===== src/rtl/abro_multi_fsm.sv =====
// Generalised ABRO controller: waits for every one of N event inputs, pulses o, then holds or re-arms.
// Latency: o/timeout/seen/state registered, 1 cycle from the completing input edge. No backpressure.
module abro_multi_fsm #(
    parameter int N          = 2,
    parameter int TIMEOUT    = 0,
    parameter int AUTO_REARM = 0,
    parameter int CNT_W      = 4
) (
    input  logic             clk,
    input  logic             reset_n,
    input  logic             r,
    input  logic [N-1:0]     in,
    output logic             o,
    output logic             timeout,
    output logic [N-1:0]     seen,
    output logic [1:0]       state,
    output logic [CNT_W-1:0] done_count
);

    localparam int TW = (TIMEOUT > 0) ? $clog2(TIMEOUT + 1) : 1;
    localparam logic [N-1:0]     ALL     = '1;
    localparam logic [CNT_W-1:0] CNT_MAX = '1;
    localparam logic [TW-1:0]    T_LAST  = TW'(TIMEOUT - 1);

    typedef enum logic [1:0] {
        IDLE    = 2'b00,
        COLLECT = 2'b01,
        DONE    = 2'b10
    } state_t;

    state_t           state_q, state_d;
    logic [N-1:0]     seen_d;
    logic [N-1:0]     acc;
    logic [TW-1:0]    timer_q, timer_d;
    logic             o_d, timeout_d;
    logic [CNT_W-1:0] count_d;

    always_ff @(posedge clk or negedge reset_n) begin
        if (!reset_n) begin
            state_q    <= IDLE;
            seen       <= '0;
            timer_q    <= '0;
            o          <= 1'b0;
            timeout    <= 1'b0;
            done_count <= '0;
        end else begin
            state_q    <= state_d;
            seen       <= seen_d;
            timer_q    <= timer_d;
            o          <= o_d;
            timeout    <= timeout_d;
            done_count <= count_d;
        end
    end

    always_comb begin
        state_d   = state_q;
        seen_d    = seen;
        timer_d   = timer_q;
        o_d       = 1'b0;
        timeout_d = 1'b0;
        acc       = seen | in;

        if (r) begin
            state_d = IDLE;
            seen_d  = '0;
            timer_d = '0;
        end else begin
            case (state_q)
                IDLE: begin
                    if (in == ALL) begin
                        seen_d  = ALL;
                        o_d     = 1'b1;
                        state_d = DONE;
                    end else if (in != '0) begin
                        seen_d  = in;
                        timer_d = '0;
                        state_d = COLLECT;
                    end
                end
                COLLECT: begin
                    seen_d = acc;
                    // Completion is tested first so it beats a timeout on the same edge.
                    if (acc == ALL) begin
                        o_d     = 1'b1;
                        state_d = DONE;
                    end else if ((TIMEOUT != 0) && (timer_q == T_LAST)) begin
                        timeout_d = 1'b1;
                        seen_d    = '0;
                        timer_d   = '0;
                        state_d   = IDLE;
                    end else if (TIMEOUT != 0) begin
                        timer_d = timer_q + 1'b1;
                    end
                end
                DONE: begin
                    seen_d = ALL;
                    if (AUTO_REARM != 0) begin
                        seen_d  = '0;
                        state_d = IDLE;
                    end
                end
                default: begin
                    seen_d  = '0;
                    timer_d = '0;
                    state_d = IDLE;
                end
            endcase
        end

        count_d = done_count;
        if (o_d && (done_count != CNT_MAX)) begin
            count_d = done_count + CNT_W'(1);
        end
    end

    assign state = state_q;

endmodule


===== config.mk =====
export PLATFORM = sky130hd
export DESIGN_NAME = abro_multi_fsm
export DESIGN_NICKNAME = d
export VERILOG_FILES = /design/src/rtl/abro_multi_fsm.sv
export SDC_FILE = /design/constraint.sdc
export NUM_CORES = 1
export LEC_CHECK = 0
export CORE_AREA = 2 2 39 41
export DETAILED_ROUTE_END_ITERATION = 12
export DIE_AREA = 0 0 41 43
export PLACE_DENSITY = 0.73
export SYNTH_ARGS = -nofsm -noshare
export SYNTH_HDL_FRONTEND = slang
export SYNTH_SLANG_ARGS = --single-unit
export TNS_END_PERCENT = 30

===== constraint.sdc =====
create_clock -name clk -period 3.8 [get_ports clk]
set_input_delay 0.38 -clock clk [delete_from_list [all_inputs] [get_ports clk]]
set_output_delay 0.38 -clock clk [all_outputs]
set_load 0.01 [all_outputs]

==> impl_metrics.toml, run 1 <==
[timing]
fin_hold_ws_ps = 409
setup_viol = 0
min_period_ps = 1750
finClkSkew_ps = 5.09
drv_slew = 0
fin_crit_sh = 0.461
hold_viol = 0
fin_setup_tns_ps = 0
max_freq_mhz = 571
rsz0062_at_grt = "false"

[detailed_routing]
ant_nets = 0
drt-initial-drc-count = 7
vias = 373
wl_um = 941
vias_per_cell = 4.97
routedWlPerCell_um = 12.5
dr.pass1.iters = 4
drc = 0

[critical_path]
cpPeakStageDelay_ps = 590
reg2reg_depth = 4
required_ps = 3420
cp_num_cells = 1
critical-path-slowest-cell = "clkdlybuf4s50_1"
cp_top_family = "buffers and inverters"
crit_arrival_ps = 1370
crit_fanout = 11
cp_num_buf_inv = 1
startpoint_type = "flop"
endpoint_kind = "output port"
critical_path_class = "flop to output port"
crit_chain = "clkdlybuf4s50_1"

[yosys]
ys_seq_area_frac = 0.457
yosysWarnings = 0
netlist_instances = 44
syn_avg_cell_area_um2 = 11.2
synth.distinct_cells = 25
syn_nets = 50
netlist_area_um2 = 493
synth_seq_cells = 9

[floorplan]
dieArea_mm2 = 0.00176
core_area_mm2 = 0.00138
rows = 14
die-width_um = 41
start_util = 0.356
ios = 15
die_h_um = 43

[finish]
final_common_cell = "clkdlybuf4s50_1"
multi_input_area_um2 = 238
regArea_um2 = 225
nFillCells = 149
syn_to_final_growth_pct = 32.0
final_cell_mix = "clkdlybuf4s50_1 (13), dfrtp_1 (9)"
drive_gt1_frac = 0.136
postLayoutCoreUtil = 0.470
antenna_cells = 0
nNetsFinal = 66

[power_and_ir_drop]
ir_drop_v = 0.000229
power_uw = 373
power.density_mw_per_mm2 = 574
p_leak_uw = 0.000271

[global_route]
grt_pass1_vias = 349
grt_pass1_wl_mm = 1.52
antenna_found_initial = 0
track_usage = 0.138
grt_max_degree = 12
grt_remaining_overflow = 0

[cts]
cts_tree = "done"
clk_latency_ps = 270
root_buffer = "clkbuf_4"
cts.sinks = 9
ctsHoldBuffers = 0
cts-resized-gates = 0
cts_buffers = 3
h-tree-depth = 1
post-cts-setup-buffers = 0
clockBufferDepth = 2
path_clk_slew_ps = 70

[outcome]
outcome = "finished clean"

[hold_path]
hp-class = "input port to asynchronous set/reset pin"

[place]
numPortBuffers = 13
gp_congestion = 0.792
dp_hpwl_um = 681

[job]
cap_violations = 0
-- synthesized netlist by cell type, drive strengths merged --
cell type	instances	area (µm²)
a21o	1	7.51
a21oi	4	23.8
a311o	1	10.0
buf	2	18.8
conb	1	3.75
dfrtp	9	225
ha	1	12.5
inv	3	11.3
mux2	3	33.8
mux2i	1	10.0
nand2b	3	18.8
nand4bb	1	11.3
nor2	2	7.51
nor3	3	25.0
nor4	2	18.8
o21ai	2	10.0
o22ai	1	12.5
or3	1	6.26
or3b	1	8.76
xnor2	1	8.76
xor2	1	8.76
-- cell families after synthesis --
| family | synth area share |
|---|---|
| multiplexers | 0.0888 |
| XOR/XNOR | 0.0355 |
| buffers and inverters | 0.0609 |
| other | 0.00761 |
| AO/OA/AOI/OAI | 0.129 |
| flip-flops | 0.457 |
| adder cells (fa/ha/maj) | 0.0254 |
| AND/OR/NAND/NOR | 0.195 |
-- flip-flops by register name, indices dropped and copies added (netlist names) --
register / flops
o: 1
seen: 2
done_count: 4
state: 2
-- metal layers --
layer / track usage / vias up / wire (µm)
met5: 0 / - / 0
met2: 0.178 / 9 / 470
li1: - / 187 / -
met3: 0.0314 / 4 / 31
met4: 0.140 / 0 / 40
met1: 0.172 / 173 / 398
-- final timing paths --
path / start / to / slack [ps]
worst max-delay path: state[1] / state[1] / 2050
worst min-delay path: reset_n / o / 410
worst max register to register: done_count[1] / done_count[1] / 2160
worst min register to register: done_count[3] / done_count[3] / 570
max in group asynchronous: reset_n / done_count[0] / 3090
min in group clk: done_count[3] / done_count[3] / 570
-- cell type report --
cell class,instances,share of cell area
clock buffers,4,0.0404
multi-input cells,30,0.365
well taps,16,0.0308
repair buffers,13,0.200
inverters,3,0.0173
flip-flops and latches,9,0.346
-- metrics by stage --
stage,instance area [µm²],cells,worst slack [ps]
floorplan,493,44,2210
global placement,624,71,1870
detailed placement,624,71,1870
CTS,651,75,2050
global route,651,75,1980
finish,651,75,2050
-- power breakdown --
part	switching, µW	internal, µW	total [µW]
clock	37.3	40.7	77.9
sequential	29.2	122	152
combinational	58.7	84.8	144
Note: power is estimated with default switching activity, not from simulation.
==> run 2: changes to the inputs <==
--- a/config.mk
+++ b/config.mk
@@ -8,7 +8,7 @@
 export CORE_AREA = 2 2 39 41
 export DETAILED_ROUTE_END_ITERATION = 12
 export DIE_AREA = 0 0 41 43
-export PLACE_DENSITY = 0.73
+export PLACE_DENSITY = 0.75
 export SYNTH_ARGS = -nofsm -noshare
 export SYNTH_HDL_FRONTEND = slang
 export SYNTH_SLANG_ARGS = --single-unit
==> constraint.sdc (replaced) <==
create_clock -name clk -period 1.6 [get_ports clk]
set_input_delay 0.16 -clock clk [delete_from_list [all_inputs] [get_ports clk]]
set_output_delay 0.16 -clock clk [all_outputs]
set_load 0.01 [all_outputs]
==> run 2 against run 1 <==
  * First-iteration DRC count fell by 14%
  * Core utilization up 6.1 points
  * Via count is 11% higher
  * Cell count up 15%
  * Critical path type unchanged
==> impl_metrics.toml, run 2 (synthesis gave the netlist of run 1 again) <==
[critical_path]
reg2reg_depth = 4
cp-endpoint = "done_count[0]"
cp_num_buf_inv = 3
startpoint = "done_count[0]"
cp_num_cells = 3
endpoint_kind = "output port"
crit_chain = "buf_4, buf_4, clkdlybuf4s50_1"
worst_r2r_endpoint = "done_count[1]"
critical_path_class = "flop to output port"
required_ps = 1440
reg2reg_slack_ps = 100
critical-path-slowest-cell = "clkdlybuf4s50_1"
cp_top_family = "buffers and inverters"
r2r_start = "done_count[0]"
crit_fanout = 2
cpPeakStageDelay_ps = 460
cpMostUsedCell = "buf_4"
crit_arrival_ps = 1350
startpoint_type = "flop"

[timing]
min_period_ps = 1510
finalWorstSetupSlack_ps = 86.0
finClkSkew_ps = 3.26
max_freq_mhz = 660
hold_viol = 0
drv_slew = 0
rsz0062_at_grt = "false"
fin_hold_ws_ps = 194
fin_setup_tns_ps = 0
setup_viol = 0
fin_crit_sh = 0.946

[finish]
drive_gt1_frac = 0.286
top_register = "done_count"
final_cell_mix = "clkdlybuf4s50_1 (13), buf_4 (11), dfrtp_1 (9)"
antenna_cells = 0
nNetsFinal = 77
final_common_cell = "clkdlybuf4s50_1"
largest_reg_flops = 4
syn_to_final_growth_pct = 49.2
postLayoutCoreUtil = 0.532
nFillCells = 139

[power_and_ir_drop]
p_leak_uw = 0.000324
comb_power_share = 0.453
p_sw_frac = 0.314
power.density_mw_per_mm2 = 1290
p_int_uw = 652
pwr-share-clk = 0.179
ir_drop_v = 0.000659
p_sw_uw = 299
sequentialPowerShare = 0.368

[cts]
clockBufferDepth = 2
root_buffer = "clkbuf_4"
clk_latency_ps = 260
cts_buffers = 3
h-tree-depth = 1
cts_tree = "done"
cts.sinks = 9
path_clk_slew_ps = 60
ctsHoldBuffers = 0

[detailed_routing]
drc = 0
routedWlPerCell_um = 11.6
dr.pass1.iters = 4
vias = 414
drt-initial-drc-count = 6
ant_nets = 0
vias_per_cell = 4.81
wl_um = 997

[floorplan]
die_h_um = 43
dieArea_mm2 = 0.00176
core_area_mm2 = 0.00138
rows = 14
die-width_um = 41
ios = 15
start_util = 0.356

[place]
dp_hpwl_um = 730
gp_congestion = 0.846
numPortBuffers = 13
post-place-ws_ps = -41.6

[outcome]
outcome = "finished clean"

[job]
cap_violations = 0

[global_route]
grt_max_degree = 10
grt_pass1_vias = 410
grt_pass1_wl_mm = 1.63
antenna_found_initial = 0
grt_remaining_overflow = 0
track_usage = 0.143

[hold_path]
hp-class = "input port to asynchronous set/reset pin"
## run 2: cell types whose count changed in the layout (fill, tap and decap cells not counted), sizes merged
cell  delta
buf     +11
## run 2: how the worst min path moves through the flow
stage / start / endpoint / slack (ps) / cells past startpoint
floorplan: reset_n / done_count[0] / -140 / 0
global placement: reset_n / done_count[2] / 480 / 1
detailed placement: reset_n / done_count[2] / 480 / 1
CTS: reset_n / done_count[3] / 210 / 1
global route: reset_n / done_count[3] / 230 / 1
finish: reset_n / state[1] / 190 / 1
## run 2: power groups by stage
stage	clock network (µW)	registers (µW)	logic (µW)
6_report	170	350	431
5_1_grt	194	363	471
4_1_cts	175	350	436
3_5_place_dp	0	355	407
3_3_place_gp	0	350	403
2_1_floorplan	0	381	152
## run 2: cell type report
class | instances | area [µm²] | share of cell area
Sequential cell | 9 | 225 | 0.306
Tap cell | 16 | 20.0 | 0.0272
Clock buffer | 4 | 26.3 | 0.0357
Timing Repair Buffer | 24 | 213 | 0.289
Multi-Input combinational cell | 30 | 240 | 0.327
Inverter | 3 | 11.3 | 0.0153
## run 2: metal layers
layer	share of wire	up-vias	track usage
met5	0	-	0
met3	0.061	2	0.0785
met4	0.014	0	0.0600
li1	-	208	-
met1	0.37	192	0.135
met2	0.55	12	0.238
## run 2: repair_timing
item / 4_1_cts / 5_1_grt
resized for setup: 1 / 0
buffers inserted: 3 / 0
endpoints found under the setup margin: 1 / 0
## run 2: per-stage QoR
stage / cell area [µm²] / power [µW] / cells
2_1_floorplan: 493 / 534 / 44
5_1_grt: 736 / 1030 / 86
4_1_cts: 736 / 961 / 86
3_5_place_dp: 684 / 762 / 79
3_3_place_gp: 684 / 754 / 79
6_report: 736 / 952 / 86
## run 2: worst register-to-register path, cell delays in order (launching register included)
cell	delay, ps
dfrtp_1	380
ha_2	190
a311o_1	270
nor3_2	200
mux2_1	340
